File: config.mk
export PLATFORM = sky130hd
export DESIGN_NAME = pc_unit_flat
export DESIGN_NICKNAME = d
export VERILOG_FILES = /design/src/rtl/pc_unit_if.sv /design/src/rtl/pc_unit.sv /design/src/flat_wrapper.sv
export SDC_FILE = /design/constraint.sdc
export NUM_CORES = 1
export LEC_CHECK = 0
export CORE_ASPECT_RATIO = 1.4
export CORE_UTILIZATION = 58
export CTS_CLUSTER_SIZE = 12
export DETAILED_ROUTE_END_ITERATION = 10
export PLACE_DENSITY = 0.85
export SETUP_SLACK_MARGIN = 0.2
export SLEW_MARGIN = 20
export SYNTH_ARGS = -nofsm -noshare
export SYNTH_HDL_FRONTEND = slang
export SYNTH_SLANG_ARGS = --single-unit
File: constraint.sdc
create_clock -name clock -period 4.6 [get_ports clock]
set_input_delay 1.38 -clock clock [delete_from_list [all_inputs] [get_ports clock]]
set_output_delay 1.38 -clock clock [all_outputs]
set_load 0.01 [all_outputs]
File: src/rtl/pc_unit_if.sv
// Control/status bundle between the branch/control logic and the program-counter unit.
interface pc_unit_if #(
  parameter int unsigned WIDTH     = 16,
  parameter int unsigned RAS_DEPTH = 4
);
  localparam int unsigned CNT_W = $clog2(RAS_DEPTH + 1);

  logic             stall;
  logic             redirect;
  logic [WIDTH-1:0] redirect_target;
  logic             branch;
  logic             jump;
  logic             call;
  logic             ret;
  logic [WIDTH-1:0] target;
  logic             err_clear;

  logic [WIDTH-1:0] pc;
  logic [CNT_W-1:0] ras_count;
  logic             ras_empty;
  logic             ras_full;
  logic             ras_overflow;
  logic             ras_underflow;

  modport master (
    output stall, redirect, redirect_target, branch, jump, call, ret, target, err_clear,
    input  pc, ras_count, ras_empty, ras_full, ras_overflow, ras_underflow
  );

  modport slave (
    input  stall, redirect, redirect_target, branch, jump, call, ret, target, err_clear,
    output pc, ras_count, ras_empty, ras_full, ras_overflow, ras_underflow
  );
endinterface

File: src/rtl/pc_unit.sv
// Fetch program counter with prioritised next-PC select and a circular return-address stack.
module pc_unit #(
  parameter int unsigned          WIDTH        = 16,
  parameter logic [WIDTH-1:0]     RESET_VECTOR = '0,
  parameter int unsigned          STEP         = 1,
  parameter int unsigned          RAS_DEPTH    = 4
) (
  input  logic          clock,
  input  logic          reset,
  pc_unit_if.slave      bus
);
  localparam int unsigned CNT_W = $clog2(RAS_DEPTH + 1);
  localparam int unsigned PTR_W = (RAS_DEPTH > 1) ? $clog2(RAS_DEPTH) : 1;
  localparam logic [WIDTH-1:0] STEP_W   = WIDTH'(STEP);
  localparam logic [CNT_W-1:0] DEPTH_C  = CNT_W'(RAS_DEPTH);
  localparam logic [PTR_W-1:0] LAST_PTR = PTR_W'(RAS_DEPTH - 1);

  logic [WIDTH-1:0] ras [RAS_DEPTH];

  logic [WIDTH-1:0] pc_q, pc_d;
  logic [CNT_W-1:0] count_q, count_d;
  logic [PTR_W-1:0] ptr_q, ptr_d;
  logic             overflow_q, underflow_q;

  logic [WIDTH-1:0] pc_inc;
  logic [PTR_W-1:0] ptr_inc, ptr_dec;
  logic             push;
  logic             overflow_set, underflow_set;
  logic             ras_empty_w, ras_full_w;

  assign pc_inc      = pc_q + STEP_W;
  assign ptr_inc     = (ptr_q == LAST_PTR) ? '0 : ptr_q + PTR_W'(1);
  assign ptr_dec     = (ptr_q == '0) ? LAST_PTR : ptr_q - PTR_W'(1);
  assign ras_empty_w = (count_q == '0);
  assign ras_full_w  = (count_q == DEPTH_C);

  always_comb begin
    pc_d          = pc_q;
    count_d       = count_q;
    ptr_d         = ptr_q;
    push          = 1'b0;
    overflow_set  = 1'b0;
    underflow_set = 1'b0;

    if (bus.redirect) begin
      pc_d = bus.redirect_target;
    end else if (!bus.stall) begin
      if (bus.ret) begin
        if (ras_empty_w) begin
          pc_d          = pc_inc;
          underflow_set = 1'b1;
        end else begin
          pc_d    = ras[ptr_dec];
          count_d = count_q - CNT_W'(1);
          ptr_d   = ptr_dec;
        end
      end else if (bus.call) begin
        // A full stack has its write pointer on the oldest entry, so the push overwrites it.
        push  = 1'b1;
        ptr_d = ptr_inc;
        pc_d  = bus.target;
        if (ras_full_w) overflow_set = 1'b1;
        else            count_d      = count_q + CNT_W'(1);
      end else if (bus.jump || bus.branch) begin
        pc_d = bus.target;
      end else begin
        pc_d = pc_inc;
      end
    end
  end

  always_ff @(posedge clock or negedge reset) begin
    if (!reset) begin
      pc_q        <= RESET_VECTOR;
      count_q     <= '0;
      ptr_q       <= '0;
      overflow_q  <= 1'b0;
      underflow_q <= 1'b0;
    end else begin
      pc_q        <= pc_d;
      count_q     <= count_d;
      ptr_q       <= ptr_d;
      overflow_q  <= overflow_set  | (overflow_q  & ~bus.err_clear);
      underflow_q <= underflow_set | (underflow_q & ~bus.err_clear);
    end
  end

  always_ff @(posedge clock) begin
    if (push) ras[ptr_q] <= pc_inc;
  end

  assign bus.pc            = pc_q;
  assign bus.ras_count     = count_q;
  assign bus.ras_empty     = ras_empty_w;
  assign bus.ras_full      = ras_full_w;
  assign bus.ras_overflow  = overflow_q;
  assign bus.ras_underflow = underflow_q;
endmodule

File: src/flat_wrapper.sv
// flat-port wrapper written by rule: the top's interface ports become plain ports
module pc_unit_flat 
#(
  parameter int unsigned          WIDTH        = 16,
  parameter logic [WIDTH-1:0]     RESET_VECTOR = '0,
  parameter int unsigned          STEP         = 1,
  parameter int unsigned          RAS_DEPTH    = 4
)
  (clock, reset, bus_stall, bus_redirect, bus_redirect_target, bus_branch, bus_jump, bus_call, bus_ret, bus_target, bus_err_clear, bus_pc, bus_ras_count, bus_ras_empty, bus_ras_full, bus_ras_overflow, bus_ras_underflow);
  pc_unit_if #(.WIDTH(WIDTH), .RAS_DEPTH(RAS_DEPTH)) bus_i ();
  input  logic clock;
  input  logic reset;
  input wire logic [$bits(bus_i.stall)-1:0] bus_stall;
  input wire logic [$bits(bus_i.redirect)-1:0] bus_redirect;
  input wire logic [$bits(bus_i.redirect_target)-1:0] bus_redirect_target;
  input wire logic [$bits(bus_i.branch)-1:0] bus_branch;
  input wire logic [$bits(bus_i.jump)-1:0] bus_jump;
  input wire logic [$bits(bus_i.call)-1:0] bus_call;
  input wire logic [$bits(bus_i.ret)-1:0] bus_ret;
  input wire logic [$bits(bus_i.target)-1:0] bus_target;
  input wire logic [$bits(bus_i.err_clear)-1:0] bus_err_clear;
  output wire logic [$bits(bus_i.pc)-1:0] bus_pc;
  output wire logic [$bits(bus_i.ras_count)-1:0] bus_ras_count;
  output wire logic [$bits(bus_i.ras_empty)-1:0] bus_ras_empty;
  output wire logic [$bits(bus_i.ras_full)-1:0] bus_ras_full;
  output wire logic [$bits(bus_i.ras_overflow)-1:0] bus_ras_overflow;
  output wire logic [$bits(bus_i.ras_underflow)-1:0] bus_ras_underflow;
  assign bus_i.stall = bus_stall;
  assign bus_i.redirect = bus_redirect;
  assign bus_i.redirect_target = bus_redirect_target;
  assign bus_i.branch = bus_branch;
  assign bus_i.jump = bus_jump;
  assign bus_i.call = bus_call;
  assign bus_i.ret = bus_ret;
  assign bus_i.target = bus_target;
  assign bus_i.err_clear = bus_err_clear;
  assign bus_pc = bus_i.pc;
  assign bus_ras_count = bus_i.ras_count;
  assign bus_ras_empty = bus_i.ras_empty;
  assign bus_ras_full = bus_i.ras_full;
  assign bus_ras_overflow = bus_i.ras_overflow;
  assign bus_ras_underflow = bus_i.ras_underflow;
  pc_unit #(.WIDTH(WIDTH), .RESET_VECTOR(RESET_VECTOR), .STEP(STEP), .RAS_DEPTH(RAS_DEPTH)) u_core (.clock(clock), .reset(reset), .bus(bus_i));
endmodule
# After elaboration in Yosys (flattened, before gate mapping)

Memory sizes are Yosys's and may differ from the RTL's.
Index checks and enable logic that the tools add are counted.

RAM bits: 64
Memories kept: 1
Output and inout bits: 23
Word-level logic and storage cells: 59
Input bits: 41
Register bits: 23

Memory list:

| memory     | depth | bits a word | read ports | clocked after memory_dff | wr ports | line          | text |
|---|---|---|---|---|---|---|---|
| u_core.ras | 4     | 16          | 1          | 0                        | 1        | pc_unit.sv:18 | `logic [WIDTH-1:0] ras [RAS_DEPTH];` |

Reductions and logical operators: 6
Muxes and demuxes: 30
Equal/unequal tests: 5
Bitwise logic cells: 7
Add/sub/neg operators: 5

Operators by type and width:

| cell                  | number |
|---|---|
| $mux 16               | 6 |
| $add 16x1->16 const B | 1 |
| $mux 1                | 15 |
| $mux 3                | 4 |
| $mux 2                | 5 |
| $reduce_and 5->1      | 1 |
| $ne 2x2->1 const B    | 2 |
| $reduce_and 4->1      | 1 |
| $add 3x1->3 const B   | 1 |
| $eq 3x3->1 const B    | 1 |
| $logic_not 3->1       | 1 |
| $not 1->1             | 3 |
| $sub 3x1->3 const B   | 1 |
| $add 2x1->2 const B   | 1 |
| $and 1x1->1           | 2 |
| $eq 2x2->1 const B    | 1 |
| $logic_not 2->1       | 1 |
| $ne 2x1->1 const B    | 1 |
| $or 1x1->1            | 2 |
| $reduce_bool 2->1     | 1 |
| $sub 2x1->2 const B   | 1 |
| $logic_or 1x1->1      | 1 |

# Longest topological paths before layout

Gate-level depths: netlist of run 1.

Word-level depth: 7
Mapped depth: 8

# Least setup slack after synthesis of run 1

No wires, ideal clock.

Path type: input to register
Start: in bus_redirect
End: mem u_core.ras[0][0], enable pin
Path slack: 1.587 ns
Arrival time: 2.639 ns
Required time: 4.226 ns
Cell stages on the path: 4
Library setup time: 0.374 ns
Path through: clkbuf_1 > or2_2 > nor2_1 > and3_1

Cells in the longest elaborated chain, start to end: 3

Ends and longest elaborated chain:

| item                         | line               | text |
|---|---|---|
| start: declaration           | flat_wrapper.sv:14 | `input wire logic [$bits(bus_i.redirect)-1:0] bus_redirect;` |
| $mux 1                       | pc_unit.sv:45      | `if (bus.redirect) begin` |
| $mux 1                       | pc_unit.sv:89      | `if (push) ras[ptr_q] <= pc_inc;` |
| $mux 1 (implied by the code) | pc_unit.sv:89      |  |
| end: declaration             | pc_unit.sv:18      |  |

Every way passes these cells.

# Worst setup path after layout of run 1

Start: in bus_ret
End: reg u_core.pc_q[2] (netlist: u_core.bus.pc[2])

Cells in the longest elaborated chain, start to end: 3

Ends and longest elaborated chain:

| item                   | line               | text |
|---|---|---|
| start: declaration     | flat_wrapper.sv:19 | `input wire logic [$bits(bus_i.ret)-1:0] bus_ret;` |
| $mux 16                | pc_unit.sv:48      | `if (bus.ret) begin` |
| $mux 16                | pc_unit.sv:47      | `end else if (!bus.stall) begin` |
| $mux 16                | pc_unit.sv:45      |  |
| end signal: assignment | pc_unit.sv:80      | `pc_q <= pc_d;` |
| end: declaration       | pc_unit.sv:20      | `logic [WIDTH-1:0] pc_q, pc_d;` |

Every way passes these cells. The select of a mux whose other input is x is not followed.
A chain may end at the register's enable or synchronous reset.

==> flow_results.org, run 1 <==
** Run status
- Result of the run :: complete, no violations

** Clock tree
- Number of sinks on the clock net :: between 80 and 90
- Total CTS buffers :: 9
- Clock tree from TritonCTS :: built
- The clock passes through at most 2 buffers.
- H-tree levels :: 3
- Clock-pin slew reported for the worst setup and hold paths after clock tree synthesis :: 90 ps
- Resized cells post-CTS :: 0
- The tree is rooted in a clkbuf_8.
- The clock reaches the later pin of the worst-skew pair after ~360 ps.
- After clock tree synthesis, the flow added hold-fix buffers numbering 0.
- Post-CTS Setup Repair Bufs :: 0

** Cells and area
- Cells with a size suffix above 1 make up 9.898% of the layout.
- Compared with the post-synthesis result, the final layout area differs by 23.36%.
- Number of diodes added for antenna fixing :: 0
- Area occupied by registers :: 2497 um2
- Fill cells in the final layout number slightly below 500.
- In the final design database the tool counted 436 nets.
- Summing all multi-input logic gate instances after layout gives 1510 um2.
- Core utilization of the finished layout :: 74.10%

** Power
- VDD sags by at most 0.3712 mV.
- Leakage power of the design :: ~1.9 nW
- In this run the power density over the cells is 490.2 nW/um2.

** Worst hold path
- Terminating pin of the worst hold path :: u_core.bus.ras_count[2]$_DFFE_PN0P_
- Cell depth of the worst min-delay path :: 1
- The tightest min-delay check is of the register to register type.
- Beginning of the worst hold path :: u_core.bus.ras_count[2]$_DFFE_PN0P_

** Logic synthesis
- In this run, synthesis inferred 64 flip-flops with an integrated enable.
- Top cells by area, synth :: edfxtp_1 (46%), dfrtp_1 (14%), mux4_2 (5.4%)
- Top-count cell post-synth :: edfxtp_1
- The number of different library cells used by synthesis comes to 45.
- For this run, the leading register cell type out of synthesis is edfxtp_1.
- Netlist Area Pre-Place :: ~4200 um2
- Register bit total from synthesis :: 87
- Number of warnings issued by yosys :: 0
- The share of synthesized area in the top cell type comes to between 40 and 50%.
- The number of nets in the synthesized netlist is 370.
- The cell count after synthesis came out at approximately 320.
- Share of synthesized registers carrying an async set or reset :: about a quarter
- Post-synthesis cell type with the largest combined area :: edfxtp_1
- Share of synthesized area occupied by flip-flops and latches :: 59.94%
- Mean post-synth cell area :: 12.90 um2
- Counting instances in the post-synthesis netlist gives the leading cell types as edfxtp_1 (64), a21oi_1 (33), dfrtp_1 (23), inv_1 (22), nor2_1 (20).

** Worst setup path
- At the worst endpoint, the arrival time is 3690 ps.
- The critical path goes through clkdlybuf4s50_1 > nor2_1 > nor2_1 > a221o_1 > a22o_1.
- Depth of the worst register-to-register path :: 7
- Among the stages of the critical path, the cell type that occurs most often is nor2_1.
- WP buf/inv :: 1
- The most critical setup path has its startpoint at bus_ret.
- R2R Setup Slk :: around 1800 ps
- STA puts the critical path data required time at 4860 ps.
- Origin of the critical flop-to-flop path :: u_core.ptr_q[0]$_DFFE_PN0P_
- Of all nets on the critical path, the largest fanout is 18.
- Critical Path Max Stage Delay :: 770 ps
- By startpoint and endpoint, the worst setup path is classified as input port to register.
- Startpoint type of the worst setup path :: input port
- The slowest stage of the critical path is the nor2_1 cell.
- Worst setup EP type :: register
- Critical path's top delay family :: simple AND/OR/NAND/NOR gates
- Capturing point of the worst reg2reg path :: u_core.bus.pc[2]$_DFFE_PN0P_

** GRT
- Wire length of the first global-routing pass :: between 15000 and 20000 um
- Global routing used 28.47% of the available tracks across all layers.
- Entering global routing, the biggest net connects 37 pins.
- Remaining global-route overflow :: 0
- The number of global-route vias before repair is 3015.
- Initial antenna violation count :: 0

** Routing
- Residual DRC count :: 0
- Dividing the detail-routed wire length by the instance count gives 20.28 um.
- For this block, the initial DRC count from the detailed router was 250.
- The final layout contains routed wiring with a total length of 9916 um.
- Detailed routing inserted a total of 3005 vias.
- The detail route stage leaves a number of antenna-violating nets equal to 0.
- In the routed layout, each cell is associated on average with a via count of 6.145.
- The first detailed-routing pass took 5 iterations.

** Die
- Die boundary width :: 73.63 um
- 64 I/O pins were placed.
- For this configuration, the core starts out at a cell density of 60.06%.
- The floorplan has 36 rows.
- From bottom edge to top edge, the die measures 102.3 um.
- The die covers 7531 um2.
- Core ar. :: approximately 7000 um2

** Run
- Max Cap Viol :: 0

** STA
- The worst path needs roughly 3400 ps of the cycle, external delays included.
- Setup violations remaining at the end of the flow were counted as 0.
- The number of slew-limit violations in the final report is 0.
- At the pin with the least slew margin, the transition time is 832.3 ps.
- RSZ-0062 raised after global routing :: no
- Between clock sinks in the finished design, the worst skew comes to between 10 and 15 ps.
- Static timing analysis puts the maximum clock frequency at 0.2909 GHz.
- Summed over all failing endpoints, the final setup total negative slack is 0 ps.
- Max-slew headroom at the worst pin :: 44.51%
- Number of hold-slack violations in the final timing report :: 0
- The final critical path takes up 74.72% of the cycle.

** Placed design
- Final RePlAce weighted congestion :: 0.8635
- Detailed-placement wirelength estimate :: 6652 um
- Number of buffers added on ports :: 63
==> logic make-up (layout without fill, tap and decap cells) <==
kind of cell | after synthesis | in the layout | synth area share [%]
buffers and inverters | 39 | 110 | 3.814
AO/OA/AOI/OAI | 81 | 81 | 12.04
flip-flops | 87 | 87 | 59.94
AND/OR/NAND/NOR | 77 | 77 | 9.399
multiplexers | 17 | 17 | 9.460
XOR/XNOR | 16 | 16 | 3.363
adder cells (fa/ha/maj) | 6 | 6 | 1.982
==> worst max path at each step <==
stage / slack, ps / end / depth (start not counted)
2_1_floorplan: 1590 / u_core.ras[0][0]$_DFFE_PP_ / 4
3_3_place_gp: 910 / u_core.bus.pc[2]$_DFFE_PN0P_ / 5
3_5_place_dp: 830 / u_core.bus.pc[2]$_DFFE_PN0P_ / 5
4_1_cts: 1220 / u_core.bus.pc[2]$_DFFE_PN0P_ / 5
5_1_grt: 1030 / u_core.bus.pc[2]$_DFFE_PN0P_ / 5
6_report: 1160 / u_core.bus.pc[2]$_DFFE_PN0P_ / 5
==> sequential cells by signal, indices dropped and copies added, names as in the netlist <==
signal and count:
u_core.bus.pc 16, u_core.bus.ras_count 3, u_core.bus.ras_overflow 1, u_core.bus.ras_underflow 1, u_core.ptr_q 2, u_core.ras 64
==> power by group <==
| group | leakage (nW) | switching, mW | internal (mW) | total (mW) |
|---|---|---|---|---|
| clock network | 0.114 | 0.269 | 0.363 | 0.633 |
| registers | 0.855 | 0.0761 | 0.942 | 1.02 |
| logic | 0.919 | 0.439 | 0.431 | 0.869 |
| total | 1.89 | 0.784 | 1.74 | 2.52 |
==> cell usage in the layout (no fill, tap or decap), types with 6 or more instances in the layout <==
cell type        count
a21oi_1             33
nand2_1             17
clkdlybuf4s50_1     62
a221oi_1             9
mux4_1               6
edfxtp_1            64
inv_1               22
xor2_1               6
and3_1               8
mux4_2              10
clkbuf_8             9
o21ai_0             17
buf_4                9
nor2_1              20
dfrtp_1             23
nand3_1              8
xnor2_1             10
==> through the flow <==
| step | hold slack (ps) | cells | power [mW] | instance area (um2) | worst slack (ps) |
|---|---|---|---|---|---|
| final | 520.6 | 489 | 2.519 | 5140 | 1163 |
| after global placement | 496.2 | 473 | 1.869 | 4907 | 906.2 |
| after CTS | 520.1 | 489 | 2.518 | 5145 | 1215 |
| after floorplan | 533.9 | 323 | 1.597 | 4167 | 1587 |
| after detailed placement | 507.7 | 473 | 1.892 | 4907 | 834.2 |
| after global routing | 537.2 | 489 | 2.625 | 5140 | 1028 |
==> cell type report <==
| class | count | share of cell area [%] |
|---|---|---|
| Multi-Input combinational cell | 197 | 29.38 |
| Tap cell | 95 | 2.313 |
| Inverter | 22 | 1.607 |
| Sequential cell | 87 | 48.59 |
| Timing Repair Buffer | 72 | 13.49 |
| Clock inverter | 5 | 2.069 |
| Clock buffer | 11 | 2.556 |
==> routing by layer <==
| layer | vias to the layer above | wire (um) | GRT usage [%] |
|---|---|---|---|
| li1 | 1361 | - | - |
| met4 | 0 | 285 | 14.94 |
| met1 | 1478 | 3926 | 36.60 |
| met3 | 23 | 631 | 4.931 |
| met5 | - | 0 | 0 |
| met2 | 143 | 5072 | 46.22 |
Note: power is estimated with default switching activity, not from simulation.
==> run 2, diff against run 1 <==
--- a/config.mk
+++ b/config.mk
@@ -6,10 +6,10 @@
 export NUM_CORES = 1
 export LEC_CHECK = 0
 export CORE_ASPECT_RATIO = 1.4
-export CORE_UTILIZATION = 58
+export CORE_UTILIZATION = 49
 export CTS_CLUSTER_SIZE = 12
 export DETAILED_ROUTE_END_ITERATION = 10
-export PLACE_DENSITY = 0.85
+export PLACE_DENSITY = 0.76
 export SETUP_SLACK_MARGIN = 0.2
 export SLEW_MARGIN = 20
 export SYNTH_ARGS = -nofsm -noshare
==> constraint.sdc (replaced) <==
create_clock -name clock -period 2.8 [get_ports clock]
set_input_delay 0.84 -clock clock [delete_from_list [all_inputs] [get_ports clock]]
set_output_delay 0.84 -clock clock [all_outputs]
set_load 0.01 [all_outputs]
==> run 2 against run 1 <==
Effect of this change:
- non-clock buffer count increased by 17
- largest power group unchanged
- worst setup slack lost 870 ps
- power rose by 78%
- hold slack worse by 1.7 ps
- utilization fell by 8.1 points
- combinational power is 88% higher
- clock-buffer cell count is 1 lower
- sequential share of layout area down 2.4 points
- clock power up 83%
==> flow_results.org, run 2 (synthesized netlist as in run 1, its figures left out) <==
** Clock tree
- CTS root buf :: clkbuf_16
- TritonCTS built the clock tree.
- Buffers inserted during clock tree synthesis total 9.
- In this run the number of H-tree levels came out at 3.
- CTS saw 87 sinks.
- CTS max path bufs :: 2
- Post-CTS Hold Fix Bufs :: 0
- After clock tree synthesis, the clock-pin slew on the worst setup and hold paths is 60 ps.
- The clock reaches the later pin of the worst-skew pair after about 340 ps.

** Worst setup path
- By startpoint and endpoint, the worst setup path is classified as register to output port.
- R2R Setup Slk :: 430 ps
- Critical path arrival :: about 1700 ps
- STA classifies the critical path startpoint as a register.
- The critical path starts at u_core.bus.ras_count[1]$_DFFE_PN0P_.
- Worst setup EP type :: output port
- Data on the critical path is required at its endpoint by 1960 ps.
- Depth of the worst register-to-register path :: 7
- In this run the critical register-to-register path is launched from u_core.ptr_q[1]$_DFFE_PN0P_.
- Top fanout value on the critical path :: 5

** Cells and area
- Number of diodes added for antenna fixing :: 0
- The register with the most flip-flops in the final layout is u_core.ras.
- Commonest non-fill, non-tap cell in the layout :: edfxtp_1
- Largest register FFs :: 64
- Compared with the post-synthesis result, the final layout area differs by 29.91%.
- Top library cells by usage in the layout, fill and taps aside :: edfxtp_1 (64), clkdlybuf4s50_1 (63), a21oi_1 (33), dfrtp_1 (23), inv_1 (22)
- Layout cells sized above 1 :: 13.87%
- NumNets Final :: 453
- Final non-filler cell total :: 513

** GRT
- The initial antenna violation count came to 0.
- Overall global routing resource usage :: approximately 26%
- Pin count of the biggest net entering global routing :: 37
- The number of global-route vias before repair came to 3158.
- Wire length of the first global-routing pass :: 16570 um
- Remaining global-route overflow :: 0

** STA
- For the final database, setup skew stands at 7.339 ps.
- RSZ-0062 raised after global routing :: no
- The count of endpoints failing hold in the final timing report came to 0.
- The number of slew-limit violations in the final report was 0.
- For this run, the top clock speed supported by timing is approximately 0.4 GHz.
- For the final routed database, the setup TNS stands at 0 ps.
- Count of final setup violators :: 0
- After layout, the worst path uses ~90% of the clock period.
- At the pin with the least slew margin, the transition time is 595.9 ps.
- The worst pin sits at a relative slew slack of approximately 60%.
- The clock period could shrink to 2507 ps.

** Die
- The floorplan step set the die width to 79.94 um.
- Count of boundary I/O pins :: 64
- Core ar. :: slightly above 8000 um2
- The floorplan step defined a die boundary enclosing 8881 um2.
- Row generation in the floorplan step produced 39 rows.
- The floorplan step set the die height to 111.1 um.
- The initial utilization of the core area, before any placement, comes to 50.82%.

** Routing
- Vias post-DR :: 3103
- Overall routed net length :: around 11000 um
- After detailed routing, the number of remaining DRC violations is 0.
- After the first detailed-routing iteration, the DRC count stood at 236.
- The first detailed-routing pass ran for 5 iterations.
- Detail Route Antenna Nets :: 0
- Dividing the detail-routed wire length by the instance count gives 20.87 um.
- In the routed layout, each cell is associated on average with a via count of ~6.0.

** Placed design
- Detailed placement ended at an HPWL of approximately 7300 um.
- Number of buffers added on ports :: 63
- Number of cells in the design after placement :: 494
- Routability-driven placement finished with a final weighted congestion of 0.8370.

** Worst hold path
- The path class of the tightest hold or removal check is register to register.
- Cell depth of the worst min-delay path :: 2
- In this run the most critical hold path is launched from u_core.bus.ras_underflow$_DFF_PN0_.

** Power
- P per Cell Area :: 826.7 nW/um2
- Leakage power of the design :: slightly above 2 nW
- Max rail drop VDD :: 0.5580 mV

** Run
- Max Cap Viol :: 0

** Run status
- The flow ran to the end, and the final reports show no timing, DRC or antenna violations.
-- run 2: final cells by class --
class,count,area (um2)
fillers,601,2785
flip-flops and latches,87,2497
multi-input cells,197,1526
repair buffers,89,888.4
clock buffers,10,229.0
well taps,102,127.6
inverters,22,82.58
clock inverters,6,61.31
-- run 2: worst max-delay path, stage by stage (launching register included) --
cell and delay [ps]:
dfrtp_1 460, nor3_2 280, clkdlybuf4s50_1 590
-- run 2: per-layer routing --
layer / up-vias / wire (um) / global-route usage, %
li1: 1392 / - / -
met5: - / 0 / 0
met4: 0 / 421 / 15.60
met2: 141 / 5616 / 42.28
met1: 1532 / 4071 / 31.58
met3: 38 / 597 / 4.280
-- run 2: stage by stage --
| stage | utilization [%] | power (mW) | setup slack, ps | hold slack [ps] | area (um2) |
|---|---|---|---|---|---|
| after floorplan | - | 2.624 | 326.8 | 533.9 | 4167 |
| after global placement | 61.86 | 3.191 | 227.7 | 511.3 | 5071 |
| after detailed placement | 61.86 | 3.239 | 199.4 | 519.5 | 5071 |
| after CTS | 65.52 | 4.400 | 203.9 | 527.3 | 5371 |
| after global routing | 66.03 | 4.663 | 231.8 | 537.7 | 5413 |
| final | 66.03 | 4.475 | 293.2 | 518.8 | 5413 |
-- run 2: report_power, final --
part	switching, mW	internal (mW)	total, mW
clock network	0.477	0.686	1.16
registers	0.136	1.55	1.69
logic	0.788	0.839	1.63
total	1.40	3.07	4.47
-- run 2: path summary, 6_finish.rpt --
kind | to
worst max-delay path | bus_ras_empty
worst min-delay path | u_core.bus.ras_underflow$_DFF_PN0_
worst max register to register | u_core.bus.pc[13]$_DFFE_PN0P_
worst min register to register | u_core.bus.ras_underflow$_DFF_PN0_
max in group asynchronous | u_core.bus.pc[0]$_DFFE_PN0P_
min in group asynchronous | u_core.bus.ras_count[2]$_DFFE_PN0P_
-- run 2: repair_timing --
| item | in CTS | in global routing |
|---|---|---|
| buffers inserted | 0 | 3 |
| endpoints found under the setup margin | 2 | 3 |
| gates resized for setup | 2 | 1 |
